===== src/rtl/ram_pkg.sv =====
// Constants and types shared by the 4Kx128 RAM, its writer and its stream reader.
package ram_pkg;

    localparam int ADDR_W    = 12;
    localparam int DATA_W    = 128;
    localparam int LEN_W     = 13;
    localparam int RAM_DEPTH = 4096;

    typedef enum logic [1:0] {
        IDLE  = 2'd0,
        RUN   = 2'd1,
        DRAIN = 2'd2
    } rd_state_t;

    // The top word wraps back to address 0.
    function automatic logic [ADDR_W-1:0] next_addr(input logic [ADDR_W-1:0] addr);
        return (addr == ADDR_W'(RAM_DEPTH - 1)) ? '0 : addr + ADDR_W'(1);
    endfunction

endpackage


===== src/rtl/ram_stream_reader_if.sv =====
// RAM read port plus downstream word stream of the RAM stream reader.
interface ram_stream_reader_if #(
    parameter int ADDR_W = ram_pkg::ADDR_W,
    parameter int DATA_W = ram_pkg::DATA_W
);

    logic              read_en;
    logic [ADDR_W-1:0] rd_addr;
    logic [DATA_W-1:0] ram_data_out;

    // A word moves on every cycle with m_valid && m_ready. Once m_valid is
    // raised it stays high, with m_data/m_last frozen, until m_ready is seen.
    logic              m_valid;
    logic              m_ready;
    logic [DATA_W-1:0] m_data;
    logic              m_last;

    modport master (
        output read_en, rd_addr, m_valid, m_data, m_last,
        input  ram_data_out, m_ready
    );

    modport slave (
        input  read_en, rd_addr, m_valid, m_data, m_last,
        output ram_data_out, m_ready
    );

endinterface


===== src/rtl/ram_rd_skid_fifo.sv =====
// Two-entry FIFO of {last, data} that soaks up the RAM's one-cycle read latency.
module ram_rd_skid_fifo #(
    parameter int DATA_W = ram_pkg::DATA_W
) (
    input  logic              clock,
    input  logic              reset,
    input  logic              push,
    input  logic [DATA_W-1:0] push_data,
    input  logic              push_last,
    input  logic              pop,
    output logic [1:0]        count,
    output logic              valid,
    output logic [DATA_W-1:0] head_data,
    output logic              head_last
);

    typedef struct packed {
        logic              last;
        logic [DATA_W-1:0] data;
    } entry_t;

    entry_t     mem_q [2];
    entry_t     mem_d [2];
    logic       wr_ptr_q, wr_ptr_d;
    logic       rd_ptr_q, rd_ptr_d;
    logic [1:0] count_q, count_d;

    always_comb begin
        mem_d    = mem_q;
        wr_ptr_d = wr_ptr_q;
        rd_ptr_d = rd_ptr_q;
        if (push) begin
            mem_d[wr_ptr_q] = '{last: push_last, data: push_data};
            wr_ptr_d        = ~wr_ptr_q;
        end
        if (pop) begin
            rd_ptr_d = ~rd_ptr_q;
        end
        count_d = count_q + 2'(push) - 2'(pop);
    end

    always_ff @(posedge clock or posedge reset) begin
        if (reset) begin
            mem_q    <= '{default: '0};
            wr_ptr_q <= 1'b0;
            rd_ptr_q <= 1'b0;
            count_q  <= 2'd0;
        end else begin
            mem_q    <= mem_d;
            wr_ptr_q <= wr_ptr_d;
            rd_ptr_q <= rd_ptr_d;
            count_q  <= count_d;
        end
    end

    assign count     = count_q;
    assign valid     = (count_q != 2'd0);
    assign head_data = mem_q[rd_ptr_q].data;
    assign head_last = mem_q[rd_ptr_q].last;

    // The issue throttle upstream must keep these from ever happening.
    a_no_overflow: assert property (@(posedge clock) disable iff (reset)
        !(push && !pop && count_q == 2'd2));
    a_no_underflow: assert property (@(posedge clock) disable iff (reset)
        !(pop && count_q == 2'd0));

endmodule


===== src/rtl/ram_stream_reader.sv =====
// Streams a run of RAM words to a valid/ready consumer, keeping at most two
// words outstanding between the RAM read pipeline and the skid FIFO.
module ram_stream_reader #(
    parameter int ADDR_W = ram_pkg::ADDR_W,
    parameter int DATA_W = ram_pkg::DATA_W,
    parameter int LEN_W  = ram_pkg::LEN_W
) (
    input  logic                clock,
    input  logic                reset,
    input  logic                start,
    input  logic [ADDR_W-1:0]   start_addr,
    input  logic [LEN_W-1:0]    length,
    output logic                busy,
    output logic                done,
    ram_stream_reader_if.master bus,
    output ram_pkg::rd_state_t  dbg_state
);

    import ram_pkg::*;

    rd_state_t         state_q, state_d;
    logic [ADDR_W-1:0] addr_q, addr_d;
    logic [LEN_W-1:0]  rem_q, rem_d;
    logic              inflight_q, inflight_d;
    logic              inflight_last_q, inflight_last_d;
    logic              busy_q, busy_d;
    logic              done_q, done_d;

    logic              read_en;
    logic              final_read;
    logic              pop;
    logic [2:0]        occ_next;
    logic [1:0]        fifo_count;
    logic              fifo_valid;
    logic [DATA_W-1:0] fifo_data;
    logic              fifo_last;

    always_comb begin
        pop = fifo_valid && bus.m_ready;
        // Occupancy the FIFO will have once this cycle's pop and the word
        // already in flight are accounted for; a new read must fit beside it.
        occ_next   = 3'(fifo_count) + 3'(inflight_q) - 3'(pop);
        read_en    = (state_q == RUN) && (rem_q != '0) && (occ_next < 3'd2);
        final_read = read_en && (rem_q == LEN_W'(1));

        state_d         = state_q;
        addr_d          = addr_q;
        rem_d           = rem_q;
        busy_d          = busy_q;
        done_d          = 1'b0;
        inflight_d      = read_en;
        inflight_last_d = final_read;

        case (state_q)
            IDLE: begin
                if (start) begin
                    addr_d = start_addr;
                    rem_d  = length;
                    if (length != '0) begin
                        state_d = RUN;
                        busy_d  = 1'b1;
                    end else begin
                        done_d = 1'b1;
                    end
                end
            end
            RUN: begin
                if (read_en) begin
                    addr_d = next_addr(addr_q);
                    rem_d  = rem_q - LEN_W'(1);
                    if (final_read) begin
                        state_d = DRAIN;
                    end
                end
            end
            DRAIN: begin
                // Finish on the cycle the last word leaves, so done lands right after it.
                if (!inflight_q &&
                    ((fifo_count == 2'd0) || (fifo_count == 2'd1 && pop))) begin
                    state_d = IDLE;
                    busy_d  = 1'b0;
                    done_d  = 1'b1;
                end
            end
            default: begin
                state_d = IDLE;
                busy_d  = 1'b0;
            end
        endcase
    end

    always_ff @(posedge clock or posedge reset) begin
        if (reset) begin
            state_q         <= IDLE;
            addr_q          <= '0;
            rem_q           <= '0;
            inflight_q      <= 1'b0;
            inflight_last_q <= 1'b0;
            busy_q          <= 1'b0;
            done_q          <= 1'b0;
        end else begin
            state_q         <= state_d;
            addr_q          <= addr_d;
            rem_q           <= rem_d;
            inflight_q      <= inflight_d;
            inflight_last_q <= inflight_last_d;
            busy_q          <= busy_d;
            done_q          <= done_d;
        end
    end

    ram_rd_skid_fifo #(.DATA_W(DATA_W)) u_skid (
        .clock     (clock),
        .reset     (reset),
        .push      (inflight_q),
        .push_data (bus.ram_data_out),
        .push_last (inflight_last_q),
        .pop       (pop),
        .count     (fifo_count),
        .valid     (fifo_valid),
        .head_data (fifo_data),
        .head_last (fifo_last)
    );

    assign bus.read_en = read_en;
    assign bus.rd_addr = addr_q;
    assign bus.m_valid = fifo_valid;
    assign bus.m_data  = fifo_data;
    assign bus.m_last  = fifo_last;
    assign busy        = busy_q;
    assign done        = done_q;
    assign dbg_state   = state_q;

endmodule

===== src/flat_wrapper.sv =====
// flat-port wrapper written by rule: the top's interface ports become plain ports
module ram_stream_reader_flat import ram_pkg::*;
#(
    parameter int ADDR_W = ram_pkg::ADDR_W,
    parameter int DATA_W = ram_pkg::DATA_W,
    parameter int LEN_W  = ram_pkg::LEN_W
)
  (clock, reset, start, start_addr, length, busy, done, dbg_state, bus_read_en, bus_rd_addr, bus_m_valid, bus_m_data, bus_m_last, bus_ram_data_out, bus_m_ready);
  ram_stream_reader_if #(.ADDR_W(ADDR_W), .DATA_W(DATA_W)) bus_i ();
  input  logic clock;
  input  logic reset;
  input  logic start;
  input  logic [ADDR_W-1:0] start_addr;
  input  logic [LEN_W-1:0] length;
  output logic busy;
  output logic done;
  output ram_pkg::rd_state_t dbg_state;
  output wire logic [$bits(bus_i.read_en)-1:0] bus_read_en;
  output wire logic [$bits(bus_i.rd_addr)-1:0] bus_rd_addr;
  output wire logic [$bits(bus_i.m_valid)-1:0] bus_m_valid;
  output wire logic [$bits(bus_i.m_data)-1:0] bus_m_data;
  output wire logic [$bits(bus_i.m_last)-1:0] bus_m_last;
  input wire logic [$bits(bus_i.ram_data_out)-1:0] bus_ram_data_out;
  input wire logic [$bits(bus_i.m_ready)-1:0] bus_m_ready;
  assign bus_read_en = bus_i.read_en;
  assign bus_rd_addr = bus_i.rd_addr;
  assign bus_m_valid = bus_i.m_valid;
  assign bus_m_data = bus_i.m_data;
  assign bus_m_last = bus_i.m_last;
  assign bus_i.ram_data_out = bus_ram_data_out;
  assign bus_i.m_ready = bus_m_ready;
  ram_stream_reader #(.ADDR_W(ADDR_W), .DATA_W(DATA_W), .LEN_W(LEN_W)) u_core (.clock(clock), .reset(reset), .start(start), .start_addr(start_addr), .length(length), .busy(busy), .done(done), .bus(bus_i), .dbg_state(dbg_state));
endmodule

===== config.mk =====
export PLATFORM = sky130hd
export DESIGN_NAME = ram_stream_reader_flat
export DESIGN_NICKNAME = d
export VERILOG_FILES = /design/src/rtl/ram_pkg.sv /design/src/rtl/ram_stream_reader_if.sv /design/src/rtl/ram_rd_skid_fifo.sv /design/src/rtl/ram_stream_reader.sv /design/src/flat_wrapper.sv
export SDC_FILE = /design/constraint.sdc
export NUM_CORES = 1
export LEC_CHECK = 0
export BUFFER_PORTS_ARGS = -buffer_cell sky130_fd_sc_hd__buf_2
export CAP_MARGIN = 20
export CORE_MARGIN = 2
export CORE_UTILIZATION = 55
export DETAILED_ROUTE_END_ITERATION = 10
export PLACE_DENSITY = 0.84
export SYNTH_ARGS = -nofsm -noshare
export SYNTH_HDL_FRONTEND = slang
export SYNTH_SLANG_ARGS = --single-unit

===== constraint.sdc =====
create_clock -name clock -period 15.8 [get_ports clock]
set_input_delay 1.58 -clock clock [delete_from_list [all_inputs] [get_ports clock]]
set_output_delay 1.58 -clock clock [all_outputs]
set_load 0.1 [all_outputs]

Yosys cells after proc, flatten, opt, wreduce, memory -nomap -nowiden:

Index checks and enable logic that the tools add are counted.

* RAM bits: 0
* output and inout bits: 147
* latch bits: 0
* bits in read-only memories: 0
* register bits: 293
* word-level logic and storage cells: 84
* memories: 0

* bitwise operators: 5
* multiply operators: 0
* add/sub/neg operators: 6
* shift-type cells: 0
* reduce and logical (&&, ||, !) cells: 18
* divide/modulo/power cells: 0
* muxes and demuxes: 27
* magnitude comparators: 4
* equality and inequality tests: 10

Operators with widths (count)
* 2-to-1 mux 129 bit: 4
* bitwise mux 258 bit: 1
* demux 129 bit (select 1 bit): 1
* 2-to-1 mux 12 bit: 3
* 2-to-1 mux 13 bit: 2
* case mux 13 bit (2 select lines): 1
* nonzero test 13 bit: 2
* case mux 12 bit (2 select lines): 1
* equality test 13 x 1 -> 1 bit (second input constant): 1
* subtractor 13 x 1 -> 13 bit (second input constant): 1
* adder 12 x 1 -> 12 bit (second input constant): 1
* equality test 12 bit (second input constant): 1
* 2-to-1 mux 2 bit: 5
* != test 2 x 1 -> 1 bit (second input constant): 4
* logical AND 1 bit: 7
* 2-to-1 mux 1 bit: 6
* case mux 2 bit (3 select lines): 1
* AND reduction 5 bit: 1
* equality test 2 x 1 -> 1 bit (second input constant): 2
* greater-or-equal comparator 2 bit (second input constant): 2
* logical NOT 2 bit: 2
* inverter 1 -> 2 bit: 2
* AND reduction 4 bit: 1
* nonzero test 2 bit: 2
* other kinds (14): 16

Longest topological paths before layout:

* depth after elaboration: 9
* mapped depth: 12
* gate-level depth less buffers: 11

Modules after synthesis:

From an unflattened synthesis, not the netlist that was laid out.

* cell total of the unflattened synthesis: 934
* area, all modules: 13864.5 um^2

By module, submodules not included
* ram_rd_skid_fifo: instances 1, seq. area each 6556.3 um^2, cells an instance 703, area an instance 11772.5 um^2
* ram_stream_reader: instances 1, seq. area each 775.7 um^2, cells an instance 231, area an instance 2092.0 um^2

Worst setup path after synthesis:

OpenSTA, ideal clock, no wires.

* kind: input to output
* start: input port bus_m_ready
* end: output port bus_read_en
* data arrival time: 3.652 ns
* cell stages on the path: 10
* path slack: 10.568 ns
* buffers on the path: 1
* cell sequence: and2_1 ha_1 inv_1 ha_1 fa_1 xnor2_1 nor3_1 nand2_1 inv_1 buf_4

* word-level cells in the longest chain between the ends: 4

Ends and longest elaborated chain
* start, declared: RTL line flat_wrapper.sv:24 `input wire logic [$bits(bus_i.m_ready)-1:0] bus_m_ready;`
* logical AND 1 bit: RTL line ram_stream_reader.sv:39 `pop = fifo_valid && bus.m_ready;`
* subtractor 3 x 1 -> 3 bit: RTL line ram_stream_reader.sv:42 `occ_next = 3'(fifo_count) + 3'(inflight_q) - 3'(pop);`
* less-than comparator 3 x 2 -> 1 bit: RTL line ram_stream_reader.sv:43 `read_en = (state_q == RUN) && (rem_q != '0) && (occ_next < 3'd2);`
* logical AND 1 bit: RTL line ram_stream_reader.sv:43
* end, declared: RTL line flat_wrapper.sv:18 `output wire logic [$bits(bus_i.read_en)-1:0] bus_read_en;`

No other way between the ends.

Final worst setup path:

* start: input port bus_m_ready
* end: output port bus_read_en

* word-level cells in the longest chain between the ends: 4

Ends and longest elaborated chain
* logical AND 1 bit: RTL line ram_stream_reader.sv:39
* via u_core.pop: RTL line ram_stream_reader.sv:31 `logic pop;`
* subtractor 3 x 1 -> 3 bit: RTL line ram_stream_reader.sv:42
* less-than comparator 3 x 2 -> 1 bit: RTL line ram_stream_reader.sv:43
* logical AND 1 bit: RTL line ram_stream_reader.sv:43

The timed path passes the listed nets, and every way through them passes these cells.

==> results by group <==
Floorplanning
  • Initial Utilization: 56.4%
  • Core Rows: 56
  • Die height: approximately 160 µm
  • Core ar.: between 20000 and 25000 µm²
  • # IOs: 304
  • Die width: between 150 and 200 µm
  • Die ar.: about 25000 µm²

Clocking
  • Setup bufs post-CTS: 0
  • CTS tree: done
  • Clock buffer depth: 3
  • Num CTS Buffers: 30
  • Clock sinks: about 290
  • Root Driver: clkbuf_16
  • Number of gates resized after cts: 0
  • CTS clk-pin slew, worst paths: ~0.05 ns
  • Hold Buf Count CTS: 0
  • Later-pin clock latency in the skew report: around 0.54 ns
  • CTS H-tree lvls: 1

Detailed routing
  • Vias after detailed routing: a little under 9000
  • Average vias per placed instance: roughly 5.6
  • Drt drc: 0
  • DR pass1 iterations: 5
  • Wire length per cell: ~19 µm
  • Post-route ant nets: 0
  • Routed WL: around 30000 µm
  • DRT iter0 DRCs: just under 500

Yosys
  • Seq/Total Area, Yosys: a little under three fifths
  • Mapped cell area: 13300 µm²
  • Synth Area in XOR/XNOR: less than 1%
  • Ys async rst share: 100%
  • Average size of a mapped cell: 14.1 µm²
  • Synth Net Count: between 1000 and 1500
  • Count of cell types in the netlist: 60
  • Compound-Gate Fraction of Synth Area: about 3.9%
  • Post-synth EDFFs: 0
  • Largest family of logic cells by synthesized area: multiplexers
  • Post-Synth Simple-Gate Area: under 10%
  • Gate Count Post-Synth: 946
  • Synth Area in Adders: less than 1%
  • Post-synthesis register bit count: roughly 300
  • Mux contribution to synthesized area: between 30% and 40%
  • Ys flop type: dfrtp_1
  • Synthesis Warnings: 0

Cells and area
  • Most common cell after layout, fill and taps aside: mux2_2
  • Proportion of layout cells with a drive suffix above 1: between 60% and 70%
  • Commonest cells after routing, fill and taps aside: 387 x mux2_2, 303 x buf_2, 292 x dfrtp_1
  • Area grow syn2layout: 21.0%
  • Final #Nets: around 1400

Critical path
  • Critical Path RT: around 14 ns
  • Setup Crit Path Kind: input pin to output pin
  • Critical Path Start Type: input pin
  • Critical Path Source: bus_m_ready
  • Critical Path End Type: output pin
  • Register-to-register setup slack: 12.35 ns
  • Critical path data arrival time: 4.46 ns
  • Worst r2r src: u_core.u_skid.count[1]
  • Worst-path maximum fanout: 16

Timing
  • Final setup violation count: 0
  • Period minus WS final: 6.04 ns
  • Pins over their slew limit: 0
  • Final Hold Fails: 0
  • Actual slew at the worst max-slew pin: just over 1 ns
  • Slew headroom: roughly 33%
  • Final setup TNS: 0 ns
  • Post-route clock period utilization: between 30% and 40%
  • Max Freq: around 0.17 GHz
  • RSZ-0062 raised after global routing: false
  • Final Skew: between 0.009 and 0.01 ns

Global routing
  • Initial antenna violation count: 8
  • Total global routing overflow: 0
  • Total global-route track usage: a little under a quarter
  • First-pass GRT wire length: about 48000 µm
  • Vias in the first global route: between 9000 and 10000
  • Largest net degree at the start of global routing: 94

Flow run
  • Maxcap violations: 0

Status
  • Run status: complete, no violations

Place
  • GP Congestion: just under 0.9
  • Count of input and output buffers: around 300
  • DP Wirelength: ~20000 µm

Min path
  • Hold WC Path Type: flip-flop to flip-flop
  • Hold Startpoint: u_core.u_skid.mem_q[120]
[Yosys cell counts (4+ instances only)]
library cell,n,share of area [%]
inv_1,11,0.31
buf_6,4,0.34
mux2_2,387,33
nand3_1,16,0.60
nor2_1,18,0.51
buf_2,14,0.53
nand2_1,36,1.0
a21oi_1,9,0.34
nor4_1,4,0.19
o221ai_1,14,0.92
o31a_1,7,0.46
nand4_1,4,0.19
nor3_1,7,0.26
buf_1,5,0.14
ha_1,6,0.56
clkbuf_1,36,1.0
nor3b_1,4,0.23
a22oi_1,4,0.23
dfrtp_1,293,55
[per-stage QoR]
stage / std cells / hold WS, ns / setup WS, ns / instance area (µm²) / utilization (%)
detailed placement: 1515 / 0.487 / 9.85 / 15000 / 63.6
finish: 1576 / 0.499 / 9.76 / 16100 / 68.2
CTS: 1571 / 0.502 / 9.81 / 16100 / 68.2
global placement: 1515 / 0.480 / 9.88 / 15000 / 63.6
floorplan: 946 / 0.454 / 6.13 / 13300 / -
global route: 1575 / 0.512 / 9.66 / 16100 / 68.2
[critical path: stages]
cell and delay, ns:
buf_2 0.10, and2_1 0.15, ha_1 0.28, inv_1 0.04, ha_1 0.20, fa_1 0.40
xnor2_1 0.16, nor3_1 0.35, nand2_1 0.19, inv_1 0.47, buf_2 0.53
[layout make-up]
cell class,count,area [µm²]
Timing Repair Buffer,310,1570
Tap cell,319,399
Clock buffer,43,891
Fill cell,1668,7500
Multi-Input combinational cell,582,5680
Inverter,11,48.8
Clock inverter,13,178
Antenna cell,5,12.5
Sequential cell,293,7340
[sequential cells by signal (all words and copies together), names as in the netlist]
signal	cells
u_core.inflight_last_q	1
u_core.bus.rd_addr	12
u_core.u_skid.mem_q	258
u_core.u_skid.rd_ptr_q	1
u_core.u_skid.wr_ptr_q	1
u_core.u_skid.count	2
u_core.busy	1
u_core.dbg_state	2
u_core.inflight_q	1
u_core.done	1
u_core.rem_q	13
[logic make-up after synthesis]
logic type,count (synthesis)
adders and majority gates,7
xor gates and xnor gates,3
buffers and inverters,71
DFF,293
and+or+nand+nor,117
muxes,390
AOI/OAI and AO/OA,65
[final timing paths]
| kind | endpoint | depth (start not counted) |
|---|---|---|
| worst max-delay path | bus_read_en | 11 |
| worst min-delay path | u_core.u_skid.mem_q[120] | 1 |
| worst max register to register | u_core.rem_q[10] | 11 |
| worst min register to register | u_core.u_skid.mem_q[120] | 1 |
| max in group asynchronous | u_core.u_skid.rd_ptr_q | 3 |
| min in group asynchronous | u_core.u_skid.mem_q[100] | 2 |
[metal layers]
metal / wire [µm] / share of wire, % / up-vias / global-route usage, %
met5: 34 / 0.11 / - / 0
met3: 2100 / 7.0 / 49 / 4.27
li1: - / - / 4035 / -
met4: 564 / 1.9 / 6 / 5.87
met1: 12400 / 41 / 4433 / 30.7
met2: 14800 / 50 / 321 / 38.5
Power is left out: the tool's default activity adds up to more than one toggle a clock period on the data nets, which glitch-free logic cannot reach.
